`src/rtl/regfile_scoreboard.sv`:
```
// -----------------------------------------------------------------------------
// regfile_scoreboard
//
// 16-entry integer register file with a busy-bit scoreboard for the in-order
// pipeline. The write port takes the one-hot write-enable bus produced by the
// upstream 4-to-16 address decoder, together with the writeback data. Two
// registered read ports serve operand fetch. The scoreboard tracks pending
// destinations so that issue stalls on RAW and WAW hazards.
//
// Parameters
//   DATA_WIDTH  width of each register and of every data port
//   ZERO_REG    1: register 15 reads as zero, ignores writes, is never busy
//
// Ports
//   clk        rising-edge clock
//   reset      asynchronous, active-low reset
//   wr_onehot  one-hot write enable (all-zero = no write)
//   wr_data    writeback data
//   rd_en      launch a read of both ports this cycle
//   rd_addr_a  read port A index
//   rd_addr_b  read port B index
//   rd_data_a  port A data, registered (holds when rd_en=0)
//   rd_data_b  port B data, registered (holds when rd_en=0)
//   rd_valid   rd_en delayed by one cycle
//   iss_valid  an instruction requests issue this cycle
//   iss_dest   destination register of the issuing instruction
//   iss_src_a  source A of the issuing instruction
//   iss_src_b  source B of the issuing instruction
//   iss_stall  combinational issue block (RAW/WAW hazard)
//   busy       scoreboard bits, registered
//   wr_err     sticky: a multi-bit wr_onehot was seen
// -----------------------------------------------------------------------------
module regfile_scoreboard #(
    parameter int DATA_WIDTH = 64,
    parameter bit ZERO_REG   = 1'b1
) (
    input  logic                  clk,
    input  logic                  reset,
    input  logic [15:0]           wr_onehot,
    input  logic [DATA_WIDTH-1:0] wr_data,
    input  logic                  rd_en,
    input  logic [3:0]            rd_addr_a,
    input  logic [3:0]            rd_addr_b,
    output logic [DATA_WIDTH-1:0] rd_data_a,
    output logic [DATA_WIDTH-1:0] rd_data_b,
    output logic                  rd_valid,
    input  logic                  iss_valid,
    input  logic [3:0]            iss_dest,
    input  logic [3:0]            iss_src_a,
    input  logic [3:0]            iss_src_b,
    output logic                  iss_stall,
    output logic [15:0]           busy,
    output logic                  wr_err
);

    // Bits that may ever be written or marked busy; register 15 is excluded
    // when it is the hardwired zero register.
    localparam logic [15:0] REG_MASK = ZERO_REG ? 16'h7FFF : 16'hFFFF;

    logic [DATA_WIDTH-1:0] regs_q [16];
    logic [DATA_WIDTH-1:0] rd_data_a_q, rd_data_a_d;
    logic [DATA_WIDTH-1:0] rd_data_b_q, rd_data_b_d;
    logic                  rd_valid_q;
    logic [15:0]           busy_q, busy_d;
    logic                  wr_err_q, wr_err_d;

    logic                  wr_multi;
    logic                  wr_single;
    logic [15:0]           wr_we;
    logic [15:0]           busy_eff;
    logic [15:0]           busy_set;
    logic                  stall;
    logic                  iss_accept;

    // Read value for one port: the zero register wins, then a same-edge
    // write (bypass), then the stored value.
    function automatic logic [DATA_WIDTH-1:0] read_port(
        input logic [3:0]            addr,
        input logic                  wr_hit,
        input logic [DATA_WIDTH-1:0] wdata,
        input logic [DATA_WIDTH-1:0] stored
    );
        if (ZERO_REG && addr == 4'd15) begin
            return '0;
        end else if (wr_hit) begin
            return wdata;
        end else begin
            return stored;
        end
    endfunction

    // Write decode. x & (x-1) is non-zero exactly when two or more bits are
    // set; such a write is rejected completely (no data, no busy clear).
    always_comb begin
        wr_multi  = (wr_onehot & (wr_onehot - 16'd1)) != 16'd0;
        wr_single = (wr_onehot != 16'd0) && !wr_multi;
        wr_we     = wr_single ? (wr_onehot & REG_MASK) : 16'd0;
        wr_err_d  = wr_err_q | wr_multi;
    end

    // Scoreboard. Writeback releases its hazard in the same cycle, so the
    // stall check looks at busy after this cycle's clear. The set is OR-ed in
    // after the clear so an issue to the register being written back wins.
    always_comb begin
        busy_eff   = busy_q & ~wr_we;
        stall      = iss_valid & (busy_eff[iss_src_a] | busy_eff[iss_src_b] |
                                  busy_eff[iss_dest]);
        iss_accept = iss_valid & ~stall;
        busy_set   = iss_accept ? ((16'd1 << iss_dest) & REG_MASK) : 16'd0;
        busy_d     = (busy_eff | busy_set) & REG_MASK;
    end

    // Read ports hold their last value when no read is launched.
    always_comb begin
        rd_data_a_d = rd_data_a_q;
        rd_data_b_d = rd_data_b_q;
        if (rd_en) begin
            rd_data_a_d = read_port(rd_addr_a, wr_we[rd_addr_a], wr_data,
                                    regs_q[rd_addr_a]);
            rd_data_b_d = read_port(rd_addr_b, wr_we[rd_addr_b], wr_data,
                                    regs_q[rd_addr_b]);
        end
    end

    always_ff @(posedge clk or negedge reset) begin
        if (!reset) begin
            for (int i = 0; i < 16; i++) begin
                regs_q[i] <= '0;
            end
        end else begin
            for (int i = 0; i < 16; i++) begin
                if (wr_we[i]) begin
                    regs_q[i] <= wr_data;
                end
            end
        end
    end

    always_ff @(posedge clk or negedge reset) begin
        if (!reset) begin
            rd_data_a_q <= '0;
            rd_data_b_q <= '0;
            rd_valid_q  <= 1'b0;
            busy_q      <= 16'd0;
            wr_err_q    <= 1'b0;
        end else begin
            rd_data_a_q <= rd_data_a_d;
            rd_data_b_q <= rd_data_b_d;
            rd_valid_q  <= rd_en;
            busy_q      <= busy_d;
            wr_err_q    <= wr_err_d;
        end
    end

    assign rd_data_a = rd_data_a_q;
    assign rd_data_b = rd_data_b_q;
    assign rd_valid  = rd_valid_q;
    assign iss_stall = stall;
    assign busy      = busy_q;
    assign wr_err    = wr_err_q;

endmodule
```
`config.mk`:
```
export PLATFORM = sky130hd
export DESIGN_NAME = regfile_scoreboard
export DESIGN_NICKNAME = d
export VERILOG_FILES = /design/src/rtl/regfile_scoreboard.sv
export SDC_FILE = /design/constraint.sdc
export NUM_CORES = 2
export LEC_CHECK = 0
export ABC_CLOCK_PERIOD_IN_PS = 7600
export BUFFER_PORTS_ARGS = -buffer_cell sky130_fd_sc_hd__buf_2
export CORE_UTILIZATION = 30
export CTS_BUF_LIST = sky130_fd_sc_hd__clkbuf_2 sky130_fd_sc_hd__clkbuf_4 sky130_fd_sc_hd__clkbuf_8
export DETAILED_ROUTE_END_ITERATION = 8
export GPL_TIMING_DRIVEN = 1
export PLACE_DENSITY_LB_ADDON = 0.25
export SLEW_MARGIN = 5
export SYNTH_ARGS = -nofsm -noshare
export SYNTH_HDL_FRONTEND = slang
export SYNTH_SLANG_ARGS = --single-unit
export TNS_END_PERCENT = 50
```
`constraint.sdc`:
```
create_clock -name clk -period 7.6 [get_ports clk]
set_input_delay 1.14 -clock clk [delete_from_list [all_inputs] [get_ports clk]]
set_output_delay 1.14 -clock clk [all_outputs]
set_load 0.02 [all_outputs]
```
==> reports/metrics.yaml <==
status: "complete, no violations"
seq_area_frac_synth_pct: 47.2
p_clk_share_pct: 44.7
core_mm2: 0.193
cp_top_family: "simple AND/OR/NAND/NOR gates"
ios: 251
crit_buf_inv: 2
synth-async-reset-ratio_pct: 100
wl_per_cell_um: 28.9
period_share_pct: 89.0
fmax_mhz: 148
dp_hpwl_um: 111000
crit_cells: 11
num_rows: 161
ant_nets: 0
arrival_ns: 5.62
drc_errors: 0
slew_headroom_pct: 22.3
p_leak_nw: 30.7
cp-start-kind: "input pin"
finalMaxSlewViolations: 0
initial_core_util_pct: 30.3
synth_fp_nets: 4315
max_stage_delay_ns: 0.95
syn_area_per_cell_um2: 13.9
nets: 4337
tritoncts: "built"
yosysTopAreaCellShare_pct: 47.2
grt_pass1_vias: 40500
cts_hold_buf: 0
vias: 39100
synth_flop_cell: "dfrtp_1"
fin_crit_ns: 6.76
ys_types: 70
cpMaxStageDelayCell: "or4_4"
tns_ns: 0
dr.pass1.iters: 5
synth_cells: 4211
crit_start: "wr_onehot[3]"
critical_path_class: "input pin to primary output"
reg2reg_depth: 6
ys_seq_elements: 1105
io_buffers: 249
synth-edff-count: 0
hold_path.class: "input pin to asynchronous set/reset pin"
root_buffer: "clkbuf_8"
die_h_um: 444
multiInputGateArea_mm2: 0.0291
synth_area_leaders: "dfrtp_1 47%, mux4_2 20%, mux2_2 17%"
power_density_mw_per_mm2: 195
cts_setup_buffers: 0
pwr-share-seq_pct: 46.9
required_ns: 6.46
drt_iter0_drc: 3254
path_clk_slew_ns: 0.07
clk_latency_ns: 0.93
clk_path_buf_depth: 3
combPwrFrac_pct: 8.4
tightest_slew_ns: 1.17
grt_max_degree: 152
power.switching_w: 0.00341
rsz0062_at_grt: "false"
gp_congestion: 0.824
end_kind: "primary output"
drv_cap: 0
yosys_warnings: 0
r2r_start: "busy[5]$_DFF_PN0_"
syn-cell-area_mm2: 0.0586
worstPathCellList: "buf_2 -> or4_4 -> or3_4 -> o41a_1 -> or4_4 -> and3_1 -> a211o_1 -> a32oi_1 -> a21bo_1 -> o21a_1 -> buf_2"
synth_area_leader_cell: "dfrtp_1"
seq_area_mm2: 0.0277
cp_max_fo: 36
htreeDepth: 4
cts_sinks: 1105
antenna_found_initial: 26
ir_worst_vdd_mv: 0.130
cts.repair.resized: 0
die_area_mm2: 0.197
finalHoldViolCount: 0
grt_first_pass_wirelength_um: 293000
clock_skew_ns: 0.0249
placed_cells: 6569
drt-vias-per-instance: 5.66
p_total_w: 0.0129
syn2layout_area_growth_pct: 12.7
final_cells: 6903
cts_buffers: 188
internal_power_w: 0.00949
setup_viol: 0
fill_cells: 18900
wl_um: 200000
chipWidth_um: 444
grt_overflow: 0
swShare_pct: 26.4
grt_use_total_pct: 20.2
drive_gt1_share_pct: 48.4
-- worst paths after layout --
path,endpoint,slack [ns]
setup / recovery,iss_stall,0.84
hold / removal,regs_q[778]$_DFFE_PN0P_,0.28
setup reg to reg,busy[1]$_DFF_PN0_,5.23
hold reg to reg,wr_err$_DFF_PN0_,0.49
max in group asynchronous,regs_q[110]$_DFFE_PN0P_,5.52
min in group clk,wr_err$_DFF_PN0_,0.49
-- cell type report --
cell class | instances | area share, %
multi-input cells | 2600 | 44.1
flip-flops and latches | 1105 | 41.9
clock buffers | 304 | 5.68
well taps | 2526 | 4.79
repair buffers | 328 | 3.10
clock inverters | 25 | 0.368
inverters | 10 | 0.0644
diodes | 5 | 0.0189
-- through the flow --
step	area, µm²	setup WS [ns]	util [%]	hold WS, ns
final	66000	0.837	34.2	0.280
after global routing	66000	0.762	34.1	0.272
after CTS	66000	0.887	34.1	0.226
after detailed placement	62000	0.893	32.1	0.478
after global placement	62000	0.933	32.1	0.471
after floorplan	58600	1.82	-	0.461
-- state kept, by name, indices dropped and copies added, names as in the netlist --
register and flops:
busy 15, rd_valid 1, wr_err 1, rd_data_a 64
rd_data_b 64, regs_q 960
-- synth_stat cells (3+ instances only) --
master,number
a211o_1,6
a21boi_0,5
a21boi_1,58
a21oi_1,6
a221o_1,62
a22oi_1,64
a31oi_1,5
a41oi_1,3
and2_1,3
and3_1,4
buf_1,120
buf_2,10
buf_6,8
clkbuf_1,357
dfrtp_1,1105
inv_1,10
mux2_2,902
mux2i_1,134
mux4_2,515
nand2_1,344
nand3_1,151
nand4_1,8
nor2_1,10
nor2b_1,11
nor3_1,3
nor3b_1,3
nor4_1,7
o211ai_1,5
o21ai_0,194
o221ai_1,14
o31ai_1,9
o31ai_2,5
o41ai_1,3
or2_2,6
or4_1,14
-- layout by cell type (no fill, tap or decap), types with 6 or more instances in the layout --
cell      count
nand2_1     343
inv_1         9
clkbuf_4     69
o21ai_0     194
or4_4        12
clkinv_2     15
buf_12       11
nor2_1       10
a211o_1       6
a221o_1      62
o221ai_1     14
nand4_1       8
o31ai_1       9
clkbuf_8    235
a21boi_1     58
dfrtp_1    1105
nand3_1     151
mux4_2      515
nor2b_1       9
buf_4        69
buf_2       240
mux2_2      902
a22oi_1      64
mux2i_1     134
-- power groups by stage --
stage | clock network (W) | registers, W | logic (W)
after global placement | 0 | 0.00615 | 0.00109
after floorplan | 0 | 0.00617 | 0.000538
final | 0.00577 | 0.00605 | 0.00108
after CTS | 0.00594 | 0.00604 | 0.00109
after detailed placement | 0 | 0.00615 | 0.00109
after global routing | 0.00619 | 0.00605 | 0.00116
-- worst register-to-register path, cell delays in order, from the launching register on --
cell	delay (ns)
dfrtp_1	0.47
o41ai_1	0.16
o221ai_1	0.19
a211o_1	0.31
a32oi_1	0.20
a21bo_1	0.45
o31ai_1	0.46
-- metal layers --
| layer | vias up | part of all wire (%) | GRT usage, % |
|---|---|---|---|
| met2 | 1293 | 49 | 33.1 |
| met1 | 21200 | 42 | 26.5 |
| met4 | 22 | 3.6 | 7.38 |
| li1 | 16100 | - | - |
| met5 | - | 0.066 | 0 |
| met3 | 393 | 5.6 | 4.01 |
-- kinds of logic after synthesis --
logic type / after synthesis / synth area share [%]
buffers and inverters: 506 / 3.37
flip-flops: 1105 / 47.2
adder cells (fa/ha/maj): 2 / 0.0342
AND/OR/NAND/NOR: 578 / 4.41
other: 1 / 0.00640
AO/OA/AOI/OAI: 468 / 5.60
multiplexers: 1551 / 39.4
No activity file was read; power rests on OpenSTA's default activity.
